### config.mk
export PLATFORM = sky130hd
export DESIGN_NAME = alu_exec_ctrl
export DESIGN_NICKNAME = d
export VERILOG_FILES = /design/src/rtl/alu_pkg.sv /design/src/rtl/alu_op_decode.sv /design/src/rtl/alu_exec_ctrl.sv
export SDC_FILE = /design/constraint.sdc
export NUM_CORES = 1
export LEC_CHECK = 0
export CAP_MARGIN = 20
export CORE_UTILIZATION = 45
export DETAILED_ROUTE_END_ITERATION = 10
export PLACE_DENSITY = 0.95
export SKIP_LAST_GASP = 1
export SLEW_MARGIN = 0
export SYNTH_ARGS = -nofsm -noshare
export SYNTH_HDL_FRONTEND = slang
export SYNTH_HIERARCHICAL = 1
export SYNTH_SLANG_ARGS = --single-unit
### constraint.sdc
create_clock -name clk -period 5.77 [get_ports clk]
set_input_delay 0.8655 -clock clk [delete_from_list [all_inputs] [get_ports clk]]
set_output_delay 0.8655 -clock clk [all_outputs]
set_load 0.01 [all_outputs]
### src/rtl/alu_pkg.sv
// Shared encodings for the execute-stage ALU path: ALU select codes, RV32I
// funct3 values for OP/OP-IMM and BRANCH, and the branch-kind enum.
package alu_pkg;

  localparam int XLEN = 32;

  // ALU select: [3:2] picks the unit, [1:0] the variant within it
  localparam logic [3:0] ALU_ADD  = 4'b0000;
  localparam logic [3:0] ALU_SUB  = 4'b0001;
  localparam logic [3:0] ALU_AND  = 4'b0100;
  localparam logic [3:0] ALU_OR   = 4'b0101;
  localparam logic [3:0] ALU_XOR  = 4'b0110;
  localparam logic [3:0] ALU_SLL  = 4'b1000;
  localparam logic [3:0] ALU_SRL  = 4'b1001;
  localparam logic [3:0] ALU_SRA  = 4'b1010;
  localparam logic [3:0] ALU_SLTU = 4'b1100;
  localparam logic [3:0] ALU_SLT  = 4'b1101;

  localparam logic [2:0] F3_ADD_SUB = 3'b000;
  localparam logic [2:0] F3_SLL     = 3'b001;
  localparam logic [2:0] F3_SLT     = 3'b010;
  localparam logic [2:0] F3_SLTU    = 3'b011;
  localparam logic [2:0] F3_XOR     = 3'b100;
  localparam logic [2:0] F3_SRL_SRA = 3'b101;
  localparam logic [2:0] F3_OR      = 3'b110;
  localparam logic [2:0] F3_AND     = 3'b111;

  localparam logic [2:0] F3_BEQ  = 3'b000;
  localparam logic [2:0] F3_BNE  = 3'b001;
  localparam logic [2:0] F3_BLT  = 3'b100;
  localparam logic [2:0] F3_BGE  = 3'b101;
  localparam logic [2:0] F3_BLTU = 3'b110;
  localparam logic [2:0] F3_BGEU = 3'b111;

  // LT/GE cover both signed and unsigned: the compare unit already chose
  // the signedness, so only the polarity of alu_out[0] matters here.
  typedef enum logic [2:0] {
    BR_NONE = 3'd0,
    BR_EQ   = 3'd1,
    BR_NE   = 3'd2,
    BR_LT   = 3'd3,
    BR_GE   = 3'd4
  } br_kind_e;

  function automatic logic resolve_taken(input br_kind_e kind,
                                         input logic     zero,
                                         input logic     lsb);
    logic taken;
    case (kind)
      BR_EQ:   taken = zero;
      BR_NE:   taken = !zero;
      BR_LT:   taken = lsb;
      BR_GE:   taken = !lsb;
      default: taken = 1'b0;
    endcase
    return taken;
  endfunction

endpackage

### src/rtl/alu_op_decode.sv
// Combinational micro-op decoder: funct3/funct7_5/is_imm/is_branch into an
// ALU select code, a branch kind and an illegal-encoding flag.
module alu_op_decode
  import alu_pkg::*;
(
  input  logic       is_branch,
  input  logic       is_imm,
  input  logic [2:0] funct3,
  input  logic       funct7_5,
  output logic [3:0] alu_sel,
  output br_kind_e   br_kind,
  output logic       illegal
);

  always_comb begin
    alu_sel = ALU_ADD;
    br_kind = BR_NONE;
    illegal = 1'b0;

    if (is_branch) begin
      case (funct3)
        F3_BEQ: begin
          alu_sel = ALU_SUB;
          br_kind = BR_EQ;
        end
        F3_BNE: begin
          alu_sel = ALU_SUB;
          br_kind = BR_NE;
        end
        F3_BLT: begin
          alu_sel = ALU_SLT;
          br_kind = BR_LT;
        end
        F3_BGE: begin
          alu_sel = ALU_SLT;
          br_kind = BR_GE;
        end
        F3_BLTU: begin
          alu_sel = ALU_SLTU;
          br_kind = BR_LT;
        end
        F3_BGEU: begin
          alu_sel = ALU_SLTU;
          br_kind = BR_GE;
        end
        default: illegal = 1'b1;
      endcase
    end else begin
      case (funct3)
        // OP-IMM has no SUBI: bit 30 there is just immediate data
        F3_ADD_SUB: alu_sel = (funct7_5 && !is_imm) ? ALU_SUB : ALU_ADD;
        F3_SLL: begin
          if (funct7_5) illegal = 1'b1;
          else          alu_sel = ALU_SLL;
        end
        F3_SLT:     alu_sel = ALU_SLT;
        F3_SLTU:    alu_sel = ALU_SLTU;
        F3_XOR:     alu_sel = ALU_XOR;
        F3_SRL_SRA: alu_sel = funct7_5 ? ALU_SRA : ALU_SRL;
        F3_OR:      alu_sel = ALU_OR;
        F3_AND:     alu_sel = ALU_AND;
        default:    alu_sel = ALU_ADD;
      endcase
    end

    // Illegal ops park the ALU on ADD so nothing downstream toggles oddly
    if (illegal) begin
      alu_sel = ALU_ADD;
      br_kind = BR_NONE;
    end
  end

endmodule

### src/rtl/alu_exec_ctrl.sv
// Execute-stage controller around an external ALU: S1 decodes and registers
// operands, S2 captures result/flags/branch outcome behind a valid/ready port.
module alu_exec_ctrl
  import alu_pkg::*;
#(
  parameter int CNT_W = 16
) (
  input  logic             clk,
  input  logic             rst_n,
  input  logic             in_valid,
  output logic             in_ready,
  input  logic             in_is_branch,
  input  logic             in_is_imm,
  input  logic [2:0]       in_funct3,
  input  logic             in_funct7_5,
  input  logic [31:0]      in_rs1,
  input  logic [31:0]      in_rs2,
  output logic [31:0]      op1,
  output logic [31:0]      op2,
  output logic [3:0]       alu_sel,
  input  logic [31:0]      alu_out,
  input  logic             zero,
  input  logic             carry,
  input  logic             overflow,
  output logic             out_valid,
  input  logic             out_ready,
  output logic [31:0]      out_result,
  output logic             out_taken,
  output logic             out_illegal,
  output logic             out_carry,
  output logic             out_overflow,
  output logic [CNT_W-1:0] ovf_count
);

  logic       s1_adv;
  logic       s2_adv;
  logic       out_fire;

  logic       s1_valid_reg;
  br_kind_e   s1_br_kind_reg;
  logic       s1_illegal_reg;

  logic [3:0] dec_alu_sel;
  br_kind_e   dec_br_kind;
  logic       dec_illegal;

  logic [31:0] result_next;
  logic        taken_next;
  logic        carry_next;
  logic        overflow_next;

  // Ready depends only on registered state and out_ready, never on in_valid
  assign s2_adv   = !out_valid || out_ready;
  assign s1_adv   = !s1_valid_reg || s2_adv;
  assign in_ready = s1_adv;
  assign out_fire = out_valid && out_ready;

  alu_op_decode u_decode (
    .is_branch (in_is_branch),
    .is_imm    (in_is_imm),
    .funct3    (in_funct3),
    .funct7_5  (in_funct7_5),
    .alu_sel   (dec_alu_sel),
    .br_kind   (dec_br_kind),
    .illegal   (dec_illegal)
  );

  // S1: operands only load on accept so the ALU inputs hold during a stall
  always_ff @(posedge clk or negedge rst_n) begin
    if (!rst_n) begin
      s1_valid_reg   <= 1'b0;
      op1            <= '0;
      op2            <= '0;
      alu_sel        <= ALU_ADD;
      s1_br_kind_reg <= BR_NONE;
      s1_illegal_reg <= 1'b0;
    end else if (s1_adv) begin
      s1_valid_reg <= in_valid;
      if (in_valid) begin
        op1            <= in_rs1;
        op2            <= in_rs2;
        alu_sel        <= dec_alu_sel;
        s1_br_kind_reg <= dec_br_kind;
        s1_illegal_reg <= dec_illegal;
      end
    end
  end

  always_comb begin
    result_next   = alu_out;
    taken_next    = resolve_taken(s1_br_kind_reg, zero, alu_out[0]);
    carry_next    = carry;
    overflow_next = overflow;
    if (s1_illegal_reg) begin
      result_next   = '0;
      taken_next    = 1'b0;
      carry_next    = 1'b0;
      overflow_next = 1'b0;
    end
  end

  // S2: payload only moves with a real op, so out_* stay put otherwise
  always_ff @(posedge clk or negedge rst_n) begin
    if (!rst_n) begin
      out_valid    <= 1'b0;
      out_result   <= '0;
      out_taken    <= 1'b0;
      out_illegal  <= 1'b0;
      out_carry    <= 1'b0;
      out_overflow <= 1'b0;
    end else if (s2_adv) begin
      out_valid <= s1_valid_reg;
      if (s1_valid_reg) begin
        out_result   <= result_next;
        out_taken    <= taken_next;
        out_illegal  <= s1_illegal_reg;
        out_carry    <= carry_next;
        out_overflow <= overflow_next;
      end
    end
  end

  always_ff @(posedge clk or negedge rst_n) begin
    if (!rst_n) begin
      ovf_count <= '0;
    end else if (out_fire && out_overflow && (ovf_count != {CNT_W{1'b1}})) begin
      ovf_count <= ovf_count + {{(CNT_W-1){1'b0}}, 1'b1};
    end
  end

endmodule

[Word-level counts from Yosys, hierarchy flattened]
Cells that the tools add are included.
Storage, ports and cells
  register bits after elaboration: 126
  input bits: 109
Cells by class
  add/sub/neg operators: 1
  eq/ne operators: 12
  mux-type cells: 19
  reduce and logical (&&, ||, !) cells: 20
Operator list (number)
  2-to-1 mux 32 bit: 1
  one-hot mux 4 bit (8 select lines): 1
  adder 16 x 1 -> 16 bit, second input constant: 1
  != test 16 bit, second input constant: 1
  == test 3 bit, second input constant: 5
  == test 3 x 2 -> 1 bit, second input constant: 4
  2-to-1 mux 4 bit: 3
  one-hot mux 3 bit (4 select lines): 1
  one-hot mux 4 bit (3 select lines): 1
  OR reduction 2 bit: 5
  2-to-1 mux 1 bit: 8
  == test 3 x 1 -> 1 bit, second input constant: 2
  2-to-1 mux 3 bit: 2
  OR reduction 6 bit: 1
  zero test 1 bit: 5
  logical AND 1 bit: 4
  one-hot mux 1 bit (4 select lines): 1
  AND reduction 2 bit: 2
  zero test 3 bit: 1
  logical OR 1 bit: 2
  2-to-1 mux 2 bit: 1

[Logic depth before layout (Yosys ltp)]
  word-level depth: 6
  mapped depth: 6

[Hierarchy]
The synthesis kept the hierarchy.
Modules (own cells, without submodules)
  alu_exec_ctrl: times used 1, cells an instance 387, area an instance 5019.8 um^2, seq. area each 3153.0 um^2
  alu_op_decode: times used 1, cells an instance 25, area an instance 151.4 um^2, seq. area each 0.0 um^2

[Worst setup path before layout]
Ideal clock, no wire load.
  kind: input-to-reg
  start: input port out_ready
  end: register alu_sel[0]
  library setup time: 128 ps
  arrival time: 1880 ps
  data required time: 5642 ps
  setup slack: 3762 ps
  stages on the path: 4
  buffers on the path: 1
  cell sequence: nand3b_1 -> nand2_1 -> buf_2 -> mux2_1
Between the ends
  word-level cells in the longest chain between the ends: 3
Ends and longest elaborated chain
  start: declaration: RTL line alu_exec_ctrl.sv:26  | input logic out_ready,
  logical OR 1 bit: RTL line alu_exec_ctrl.sv:53  | assign s2_adv = !out_valid || out_ready;
  logical OR 1 bit: RTL line alu_exec_ctrl.sv:54  | assign s1_adv = !s1_valid_reg || s2_adv;
  AND reduction 2 bit (no line)
  end signal: assignment: RTL line alu_exec_ctrl.sv:82  | alu_sel <= dec_alu_sel;
  end: declaration: RTL line alu_exec_ctrl.sv:20  | output logic [3:0] alu_sel,
Every way passes these cells.
A chain may end at the register's enable or synchronous reset.

[Worst setup path after layout]
  start: input port out_ready
  end: output port in_ready
Between the ends
  word-level cells in the longest chain between the ends: 2
Ends and longest elaborated chain
  logical OR 1 bit: RTL line alu_exec_ctrl.sv:53
  logical OR 1 bit: RTL line alu_exec_ctrl.sv:54
  end: declaration: RTL line alu_exec_ctrl.sv:11  | output logic in_ready,
Every way passes these cells.

==> Implementation_results.wiki <==
{| class="wikitable"
! Metric !! Value
|-
| Fill cells || 702
|-
| Antenna cell count || 0
|-
| CP Max Fanout || 4
|-
| H-tree Lvls || 4
|-
| Area growth, synth to finish || 58.0%
|-
| Detailed-placement wirelength estimate || 9710 um
|-
| Cell accounting for the most synthesized area || sky130_fd_sc_hd__dfrtp_1
|-
| GR Overflow Total || 0
|-
| Number of hold-repair buffers added at the cts stage || 0
|-
| Starting density of the core || 46.9%
|-
| Share of the core filled with cells in the final layout || 74.1%
|-
| Post-detailed-route count of antenna-violating nets || 0
|-
| 1st-iter DRT viols || 172
|-
| Total via count in the routed design || 4044
|-
| Peak Freq || 333 MHz
|-
| Post-Synthesis Mean Instance Area || 12.6 sq um
|-
| Via count of the first global-routing pass || 4233
|-
| Proportion of layout cells with a drive suffix above 1 || 5.97%
|-
| Share of synthesized area occupied by flip-flops and latches || 61.0%
|-
| Status || completed
|-
| Fin. Hold Viols || 0
|-
| Count of buffering cells on the critical path with inverters included || 2
|-
| Largest registers || op1: 32 flops, op2: 32 flops, out_result: 32 flops
|-
| Worst min path class || register to register
|-
| I/O pin total || 231
|-
| Total power divided by cell area || 344 nW/um^2
|-
| Synthesized cell area || 5170 sq um
|-
| Most frequently used flop master after synthesis || sky130_fd_sc_hd__dfrtp_1
|-
| Relative slew slack || 34.3%
|-
| Longest Clk Path Bufs || 2
|-
| Drt pass-1 iters || 4
|-
| Filler-free cell count of the finished design || 793
|-
| Commonest cells after routing, fill and taps aside || sky130_fd_sc_hd__clkdlybuf4s50_1, sky130_fd_sc_hd__dfrtp_1, sky130_fd_sc_hd__mux2_1, sky130_fd_sc_hd__nand2_1, sky130_fd_sc_hd__nand2b_1
|-
| Top cells by area, synth || sky130_fd_sc_hd__dfrtp_1, sky130_fd_sc_hd__mux2_1, sky130_fd_sc_hd__nand2b_1
|-
| Routed vias/inst || 5.10
|-
| Nets || 753
|-
| Clock latency on the worst-skew pair || 390 ps
|-
| Total routed wirelength || 13400 um
|-
| Number of warnings issued by yosys || 6
|-
| Critical Path AT || 2140 ps
|-
| Worst setup EP type || output pin
|-
| Final setup violation count || 0
|-
| Cell occurring most often along the worst timing path || sky130_fd_sc_hd__clkdlybuf4s50_1
|-
| GP Congestion || 0.816
|-
| Critical path class || input pin to output pin
|-
| Port-buffer cells || 230
|-
| Required time reported for the critical path endpoint || 4900 ps
|-
| Fraction of synthesis flops using an asynchronous set or reset pin || 100%
|-
| Number of resized instances in the post-cts repair step || 0
|-
| Wire length of the first global-routing pass || 20600 um
|-
| Die Y || 109 um
|-
| Overall global routing resource usage || 22.9%
|-
| Number of distinct library cell variants in the gate-level netlist after synthesis || 39
|-
| Max-slew violation total from the final report || 0
|-
| Pleak || 3.45 nW
|-
| Number of antenna violations at the first check in global routing || 0
|-
| Worst Clk Skew || 5.10 ps
|-
| Clock root cell || sky130_fd_sc_hd__clkbuf_16
|-
| CTS tree || built
|-
| Setup tns final || 0 ps
|-
| Final routed wire length divided by cell count || 16.9 um
|-
| Post-route clock period utilization || 52.1%
|-
| Std-Cell Core Area || 11000 sq um
|-
| CP peak stage delay || 560 ps
|-
| Post-CTS setup buffer count || 0
|-
| Most common cell after layout, fill and taps aside || sky130_fd_sc_hd__clkdlybuf4s50_1
|-
| Fraction of post-synthesis cell area in the top cell type by area || 61.0%
|-
| Maximum number of pins on one net before global-route repair || 80
|-
| Post-Syn Instances || 412
|-
| Standard-cell rows || 38
|-
| TritonCTS Buffers || 17
|-
| Remaining design rule violation count || 0
|-
| Measured slew at the worst slew-check pin || 985 ps
|-
| CP Launch Type || input pin
|-
| Clock Sink Count || 126
|-
| Yosys reg bits || 126
|-
| Post-Syn Nets || 522
|-
| Die outline width || 109 um
|-
| Tmin final || 3000 ps
|-
| Full die area || 11900 sq um
|-
| Library cell contributing the largest single delay on the critical path || sky130_fd_sc_hd__clkdlybuf4s50_1
|-
| Sequence of cells on the critical path || clkdlybuf4s50_1 > nand3b_1 > clkdlybuf4s50_1
|-
| Worst path top cell family by delay || buffers and inverters
|-
| EDFF count, synth || 0
|-
| Placed Cells incl. Taps || 764
|-
| Max-cap violation count || 0
|-
| Setup repair after global routing missed its margin || false
|-
| CTS clk-pin slew, worst paths || 50 ps
|-
| Maximum vdd drop || 0.179 mV
|}
-- cells in the mapped netlist (2+ instances only) --
cell / number
sky130_fd_sc_hd__nor2_1: 6
sky130_fd_sc_hd__inv_1: 5
sky130_fd_sc_hd__o21ai_0: 2
sky130_fd_sc_hd__dfrtp_1: 126
sky130_fd_sc_hd__o21ai_1: 34
sky130_fd_sc_hd__nand2_1: 46
sky130_fd_sc_hd__mux2_1: 74
sky130_fd_sc_hd__o31ai_1: 2
sky130_fd_sc_hd__nand2b_1: 36
sky130_fd_sc_hd__a21oi_1: 3
sky130_fd_sc_hd__nand4_1: 9
sky130_fd_sc_hd__buf_2: 10
sky130_fd_sc_hd__nand3b_1: 2
sky130_fd_sc_hd__nand3_1: 6
sky130_fd_sc_hd__and4_1: 2
sky130_fd_sc_hd__o22ai_1: 2
sky130_fd_sc_hd__xnor2_1: 12
sky130_fd_sc_hd__nor4_1: 2
sky130_fd_sc_hd__clkbuf_1: 11
sky130_fd_sc_hd__a31oi_1: 3
-- power breakdown --
part | switching, mW | internal [mW] | total, mW
Clock | 0.350 | 0.704 | 1.05
Combinational | 0.259 | 0.384 | 0.642
Sequential | 0.0963 | 1.02 | 1.12
Total | 0.705 | 2.11 | 2.81
-- logic make-up (layout without fill, tap and decap cells) --
kind of cell | Yosys count | after routing | share of synthesized area [%]
buffers and inverters | 27 | 268 | 2.20
xor gates and xnor gates | 13 | 13 | 2.20
and+or+nand+nor | 118 | 118 | 12.2
AOI/OAI and AO/OA | 51 | 51 | 5.59
DFF | 126 | 126 | 61.0
adders and majority gates | 1 | 1 | 0.242
muxes | 76 | 76 | 16.6
-- path summary, 6_finish.rpt --
path / endpoint / cells after the start / start / slack [ps]
min in group asynchronous: ovf_count[5]$_DFFE_PN0P_ / 1 / rst_n / 630
worst max-delay path: in_ready / 3 / out_ready / 2770
worst min-delay path: out_result[0]$_DFFE_PN0P_ / 2 / out_result[0]$_DFFE_PN0P_ / 480
worst min register to register: out_result[0]$_DFFE_PN0P_ / 2 / out_result[0]$_DFFE_PN0P_ / 480
max in group asynchronous: out_result[3]$_DFFE_PN0P_ / 2 / rst_n / 3930
worst max register to register: s1_illegal_reg$_DFFE_PN0P_ / 4 / out_valid$_DFFE_PN0P_ / 3490
-- per-stage QoR --
stage / cell area (sq um) / setup WS (ps) / hold slack [ps] / power (mW)
finish: 8170 / 2770 / 480 / 2.81
global route: 8170 / 2720 / 500 / 2.94
CTS: 8170 / 2760 / 483 / 2.85
detailed placement: 7580 / 2470 / 470 / 1.77
global placement: 7580 / 2540 / 464 / 1.74
floorplan: 5170 / 3760 / 457 / 1.35
-- per-layer routing --
metal / share of wire (%) / wire, um / GRT usage, % / vias to the layer above
met3: 7.1 / 950 / 6.58 / 20
met1: 38 / 5070 / 25.1 / 1960
met2: 53 / 7170 / 41.7 / 176
li1: - / - / - / 1888
met4: 1.6 / 216 / 9.05 / 0
met5: 0 / 0 / 0 / -
-- area by class of cell --
type	count	area, sq um	area share (%)
Clock buffer	22	474	5.80
Clock inverter	7	113	1.38
Timing Repair Buffer	233	2320	28.4
Sequential cell	126	3150	38.6
Tap cell	140	175	2.14
Multi-Input combinational cell	259	1910	23.4
Inverter	6	22.5	0.276
-- worst register-to-register path: cells and delay by family (launching register included) --
kind	cells	cell delay (ps)
buf+inv	1	600
flops	1	420
mux	1	410
simple gates	2	720
No activity file was read; power rests on OpenSTA's default activity.
